<file path="src/rtl/pc_fetch_unit.sv">
// Architectural PC and fetch sequencer: one imem fetch per retired instruction, handed to decode.
// gnt@t, rvalid@t+1 -> inst_valid@t+2; stalls on gnt, rvalid and inst_ready; fetch issued the cycle after pc_write.
module pc_fetch_unit #(
    parameter logic [31:0] RESET_PC = 32'h0000_0000
) (
    input  logic        clk,
    input  logic        reset,
    output logic        imem_req,
    output logic [31:0] imem_addr,
    input  logic        imem_gnt,
    input  logic        imem_rvalid,
    input  logic [31:0] imem_rdata,
    output logic        inst_valid,
    output logic [31:0] inst,
    output logic [31:0] inst_pc,
    input  logic        inst_ready,
    input  logic        pc_write,
    input  logic [31:0] next_pc,
    input  logic        halt,
    output logic [31:0] pc,
    output logic        fault,
    output logic        halted,
    output logic [31:0] fetch_count
);

    typedef enum logic [2:0] {
        S_REQ,
        S_WAIT,
        S_VALID,
        S_EXEC,
        S_FAULT,
        S_HALT
    } state_t;

    state_t      state_q, state_d;
    logic [31:0] pc_q, pc_d;
    logic [31:0] inst_q, inst_d;
    logic [31:0] inst_pc_q, inst_pc_d;
    logic [31:0] fetch_count_q, fetch_count_d;
    logic        fault_q, fault_d;
    logic        halted_q, halted_d;

    always_comb begin
        state_d       = state_q;
        pc_d          = pc_q;
        inst_d        = inst_q;
        inst_pc_d     = inst_pc_q;
        fetch_count_d = fetch_count_q;
        fault_d       = fault_q;
        halted_d      = halted_q;
        case (state_q)
            S_REQ: begin
                if (imem_gnt) state_d = S_WAIT;
            end
            S_WAIT: begin
                if (imem_rvalid) begin
                    inst_d    = imem_rdata;
                    inst_pc_d = pc_q;
                    state_d   = S_VALID;
                end
            end
            S_VALID: begin
                if (inst_ready) begin
                    fetch_count_d = fetch_count_q + 32'd1;
                    state_d       = S_EXEC;
                end
            end
            S_EXEC: begin
                // The PC is committed even when the retire halts or faults.
                if (pc_write) begin
                    pc_d = next_pc;
                    if (halt) begin
                        halted_d = 1'b1;
                        state_d  = S_HALT;
                    end else if (next_pc[1:0] != 2'b00) begin
                        fault_d = 1'b1;
                        state_d = S_FAULT;
                    end else begin
                        state_d = S_REQ;
                    end
                end
            end
            S_FAULT, S_HALT: begin
                state_d = state_q;
            end
            default: begin
                state_d = S_REQ;
            end
        endcase
    end

    always_ff @(posedge clk) begin
        if (!reset) begin
            state_q       <= S_REQ;
            pc_q          <= RESET_PC;
            inst_q        <= 32'd0;
            inst_pc_q     <= 32'd0;
            fetch_count_q <= 32'd0;
            fault_q       <= 1'b0;
            halted_q      <= 1'b0;
        end else begin
            state_q       <= state_d;
            pc_q          <= pc_d;
            inst_q        <= inst_d;
            inst_pc_q     <= inst_pc_d;
            fetch_count_q <= fetch_count_d;
            fault_q       <= fault_d;
            halted_q      <= halted_d;
        end
    end

    // Handshake outputs are masked while reset is asserted so nothing leaks out mid-reset.
    assign imem_req    = reset && (state_q == S_REQ);
    assign imem_addr   = pc_q;
    assign inst_valid  = reset && (state_q == S_VALID);
    assign inst        = inst_q;
    assign inst_pc     = inst_pc_q;
    assign pc          = pc_q;
    assign fault       = fault_q;
    assign halted      = halted_q;
    assign fetch_count = fetch_count_q;

endmodule

</file>
<file path="config.mk">
export PLATFORM = sky130hd
export DESIGN_NAME = pc_fetch_unit
export DESIGN_NICKNAME = d
export VERILOG_FILES = /design/src/rtl/pc_fetch_unit.sv
export SDC_FILE = /design/constraint.sdc
export NUM_CORES = 1
export LEC_CHECK = 0
export CAP_MARGIN = 25
export CELL_PAD_IN_SITES_DETAIL_PLACEMENT = 2
export CELL_PAD_IN_SITES_GLOBAL_PLACEMENT = 2
export CORE_UTILIZATION = 24
export DETAILED_ROUTE_END_ITERATION = 6
export PLACE_DENSITY_LB_ADDON = 0.1
export SLEW_MARGIN = 30
export SYNTH_ARGS = -nofsm -noshare
export SYNTH_HDL_FRONTEND = slang
export SYNTH_SLANG_ARGS = --single-unit
export TNS_END_PERCENT = 1
</file>
<file path="constraint.sdc">
create_clock -name clk -period 2.9 [get_ports clk]
set_input_delay 0.29 -clock clk [delete_from_list [all_inputs] [get_ports clk]]
set_output_delay 0.29 -clock clk [all_outputs]
set_load 0.02 [all_outputs]
</file>
Word level (Yosys, flattened, before mapping):

Cells that the tools add are included.

* $add $sub $neg: 1
* equal/unequal tests: 9
* mux-type cells: 7
* bitwise operators: 2
* reductions and logical operators: 11

Operators by type and width (count)
* adder 32 x 1 -> 32 bit (second input constant): 1
* two-way mux 3 bit: 6
* case mux 3 bit (5 select lines): 1
* inequality test 2 bit (second input constant): 4
* == test 3 x 2 -> 1 bit (second input constant): 2
* == test 3 bit (second input constant): 2
* AND reduction 2 bit: 3
* AND reduction 5 bit: 1
* AND reduction 4 bit: 1
* == test 3 x 1 -> 1 bit (second input constant): 1
* zero test 3 bit: 1
* AND reduction 3 bit: 1
* logical AND 1 bit: 2
* inverter 1 bit: 2
* nonzero test 2 bit: 1
* OR reduction 2 bit: 1

* flip-flop bits (word level): 133
* bits of input ports: 71
* output and inout bits: 164

Logic depth before layout (Yosys ltp):

* depth after elaboration: 5
* gate-level depth with buffers: 7

Least setup slack after synthesis:

Ideal clock, no wire load.

* path kind: flip-flop to flip-flop
* start: reg fetch_count_q[13] (netlist: fetch_count[13])
* end: reg fetch_count_q[26] (netlist: fetch_count[26])
* library setup time: 0.070 ns
* arrival time: 2.031 ns
* data required time: 2.830 ns
* slack: 0.799 ns
* stages on the path, launching flop included: 6
* clock period less this slack: 2.101 ns
* cells stage by stage: dfxtp_1 > nand4_2 > or4_4 > buf_6 > or4_1 > a21oi_1

* longest elaborated chain between the ends: 1

RTL lines
* from (decl): RTL line 39 `logic [31:0] fetch_count_q, fetch_count_d;`
* from (signal assigned): RTL line 106 `fetch_count_q <= fetch_count_d;`
* adder 32 x 1 -> 32 bit: RTL line 64 `fetch_count_d = fetch_count_q + 32'd1;`

Every way passes these cells.
A chain may end at the register's enable or synchronous reset.

Final worst setup path:

* start: reg state_q[1]
* end: out inst_valid

* longest elaborated chain between the ends: 2

RTL lines
* from (decl): RTL line 35 `state_t state_q, state_d;`
* from (signal assigned): RTL line 102 `state_q <= state_d;`
* == test 3 x 2 -> 1 bit: RTL line 115 `assign inst_valid = reset && (state_q == S_VALID);`
* logical AND 1 bit: RTL line 115
* to (decl): RTL line 13 `output logic inst_valid,`

Every way passes these cells.

==> results.cfg <==
[critical_path]
rr_worst_depth = 4
worst_ep_arrival_time_ns = 2.16
setup.worst_path.start_class = register
critical_path.max_fanout = 12
crit_cells = 3
critical-path-slowest-cell = sky130_fd_sc_hd__clkdlybuf4s50_1
critPathKind = reg2out
regToRegEndpoint = fetch_count[16]
timing.critical_path.buf_inv = 1
critical-path-max-stage-delay_ns = 0.71
origin_of_the_critical_flop_to_flop_path = state_q[1]
cp_data_required_time_ns = 2.61
reg2reg_setup_slack_ns = 0.61
cp_cell_sequence = nand2b_1, nor3_1, clkdlybuf4s50_1
worst_path_dominant_cell_family = buffers and inverters
crit_path_end_kind = output port

[power_and_ir_drop]
cellPowerDensity_nw_per_um2 = 552.9
p_leak_nw = 2.750
worst_ir_drop_vdd_mv = 0.3365
power.total_mw = 4.633

[sta]
grt_setup_unrepaired = no
fin_crit_sh_pct = 84.53
finalSetupTns_ns = 0
timing.final.hold_violations = 0
actual_slew_at_the_worst_max_slew_pin_ns = 0.6372
layout_min_cycle_time_ns = 2.451
timing.max_slew.rel_slack_pct = 57.40
clock_skew_ns = 0.008012
max_freq_mhz = 407.9
maxSlewViolCount = 0
finalSetupViolations = 0

[synth]
synth_cells = 669
number_of_flops_mapped_to_enable_cells_by_yosys = 0
ys.flop_type = sky130_fd_sc_hd__dfxtp_1
mappedNetlistArea_um2 = 5368
synth_largest_area_cell = sky130_fd_sc_hd__dfxtp_1
synth_most_common_cell = sky130_fd_sc_hd__nand2_1
yosysWarningCount = 0
synthDistinctLibCells = 40
synthTopCellsByCount = sky130_fd_sc_hd__nand2_1 (215), sky130_fd_sc_hd__dfxtp_1 (133), sky130_fd_sc_hd__a21oi_1 (112)
postSynthNetCount = 741
post-synth-top-area-fraction_pct = 49.60
post_synth.cell_area_avg_um2 = 8.023
yosys_register_bits = 133
synth.area.top_cells = sky130_fd_sc_hd__dfxtp_1 (50%), sky130_fd_sc_hd__nand2_1 (15%), sky130_fd_sc_hd__a21oi_1 (10%)
synth_seq_area_share_pct = 49.60
asyncSetResetFlopFracSynth_pct = 0

[min_path]
hold_path_class = in2reg
min_path_cells = 3
hold_path_startpoint = imem_rdata[24]
hold_end = inst[24]

[routing]
average_wire_per_standard_cell_um = 17.61
drc_errors = 0
drtIter0Drc = 107
drt_pass_1_iters = 4
via_count = 5441
route.final.wire_length_mm = 20.27
vias_per_cell = 4.727
detail-route-antenna-nets = 0

[floorplan]
starting_density_of_the_core_pct = 24.52
die-height_um = 151.6
design.die.area_um2 = 22970
dieWidth_um = 151.6
row_cnt = 54
core_area_um2 = 21890
pin_count = 235

[placed_design]
global_placement_routability_congestion = 0.7446
hpwl_mm = 14.29
numPlacedInstances = 1121
placement.io_buffers = 234

[layout]
layout.nets = 932
num-fill-cells = 2433
final_layout_size_suffix_gt1_share_pct = 6.085
area_delta_synth_final_pct = 56.13
instances_no_fill = 1151
multi_input_area_um2 = 2267
antennaDiodeCount = 0
seqCellArea_um2 = 2663

[clock_network]
clk_latency_ns = 0.41
root_buffer = sky130_fd_sc_hd__clkbuf_16
path_clk_slew_ns = 0.06
tritoncts_num_sinks = 133
hold_buffers = 0
cts-buffers-inserted = 17
cts.htree.levels = 4
clock_tree.buffer_depth = 2
tritoncts = built
cts_setup_buffers = 0
cts_repair_resize_count = 0

[grt]
vias_in_the_first_global_route = 5863
grt_first_pass_wirelength_mm = 31.12
globalRouteOverflowTotal = 0
gr-usage-all-layers_pct = 17.71
antenna_found_initial = 0
pin_count_of_the_biggest_net_entering_global_routing = 122

[outcome]
status = finished clean

[run]
maxCapViolCount = 0
[registers in the layout, summed over array words and instances (netlist names)]
signal and count:
fetch_count 32, imem_addr 32, inst 32, inst_pc 32, state_q 3, fault 1, halted 1
[routing by layer]
layer | wire, um | GRT usage, %
met3 | 1468 | 5.599
met4 | 319 | 6.040
met2 | 9767 | 29.82
met5 | 0 | 0
met1 | 8715 | 21.17
[cells by family (layout without fill, tap and decap cells)]
family	after synthesis	count (layout)	share of synthesized area [%]
AOI/OAI and AO/OA	129	129	12.66
xor gates and xnor gates	10	10	1.632
adders and majority gates	1	1	0.2331
muxes	10	10	1.888
buffers and inverters	80	282	8.321
DFF	133	133	49.60
and+or+nand+nor	306	306	25.66
[cells in the final DEF (no fill, tap or decap), drive strengths merged, types with 8 or more instances in the layout]
cell           instances
o31ai                  8
mux2i                  9
clkdlybuf4s50        234
buf                   11
clkbuf                17
inv                    8
nand2b                10
or4                   10
nor4                   9
nand4                  9
nand3                 13
xnor2                  8
nor2                  13
a21oi                112
nor3                  10
dfxtp                133
nand2                215
[worst min-delay path: stages]
cell,delay (ns)
sky130_fd_sc_hd__clkdlybuf4s50_1,0.40
sky130_fd_sc_hd__nand2_1,0.06
sky130_fd_sc_hd__a21oi_1,0.05
[per-stage QoR]
step | area [um2] | hold slack, ns | setup WS [ns] | utilization (%)
2_1_floorplan | 5368 | 0.4233 | 0.7988 | -
3_3_place_gp | 7771 | 0.4415 | 0.5271 | 35.50
3_5_place_dp | 7771 | 0.4489 | 0.4340 | 35.50
4_1_cts | 8381 | 0.4064 | 0.4360 | 38.28
5_1_grt | 8381 | 0.4178 | 0.2927 | 38.28
6_report | 8381 | 0.4235 | 0.4487 | 38.28
[power by group]
group	internal (mW)	total [mW]	switching [mW]
registers	1.87	1.91	0.0376
clock network	1.43	2.26	0.836
logic	0.215	0.463	0.248
[worst max path at each step]
stage                         start         endpoint
floorplan           fetch_count[13]  fetch_count[26]
global placement         inst_ready  fetch_count[16]
detailed placement       inst_ready  fetch_count[16]
CTS                      state_q[1]       inst_valid
global route             state_q[1]       inst_valid
finish                   state_q[1]       inst_valid
[layout make-up]
class                   instances  share of cell area, %
clock inverters                13                  2.195
inverters                       7                 0.3434
flip-flops and latches        133                  31.77
clock buffers                  17                  5.076
repair buffers                245                  29.38
multi-input cells             456                  27.05
well taps                     280                  4.180
(Power assumes the default switching activity.)
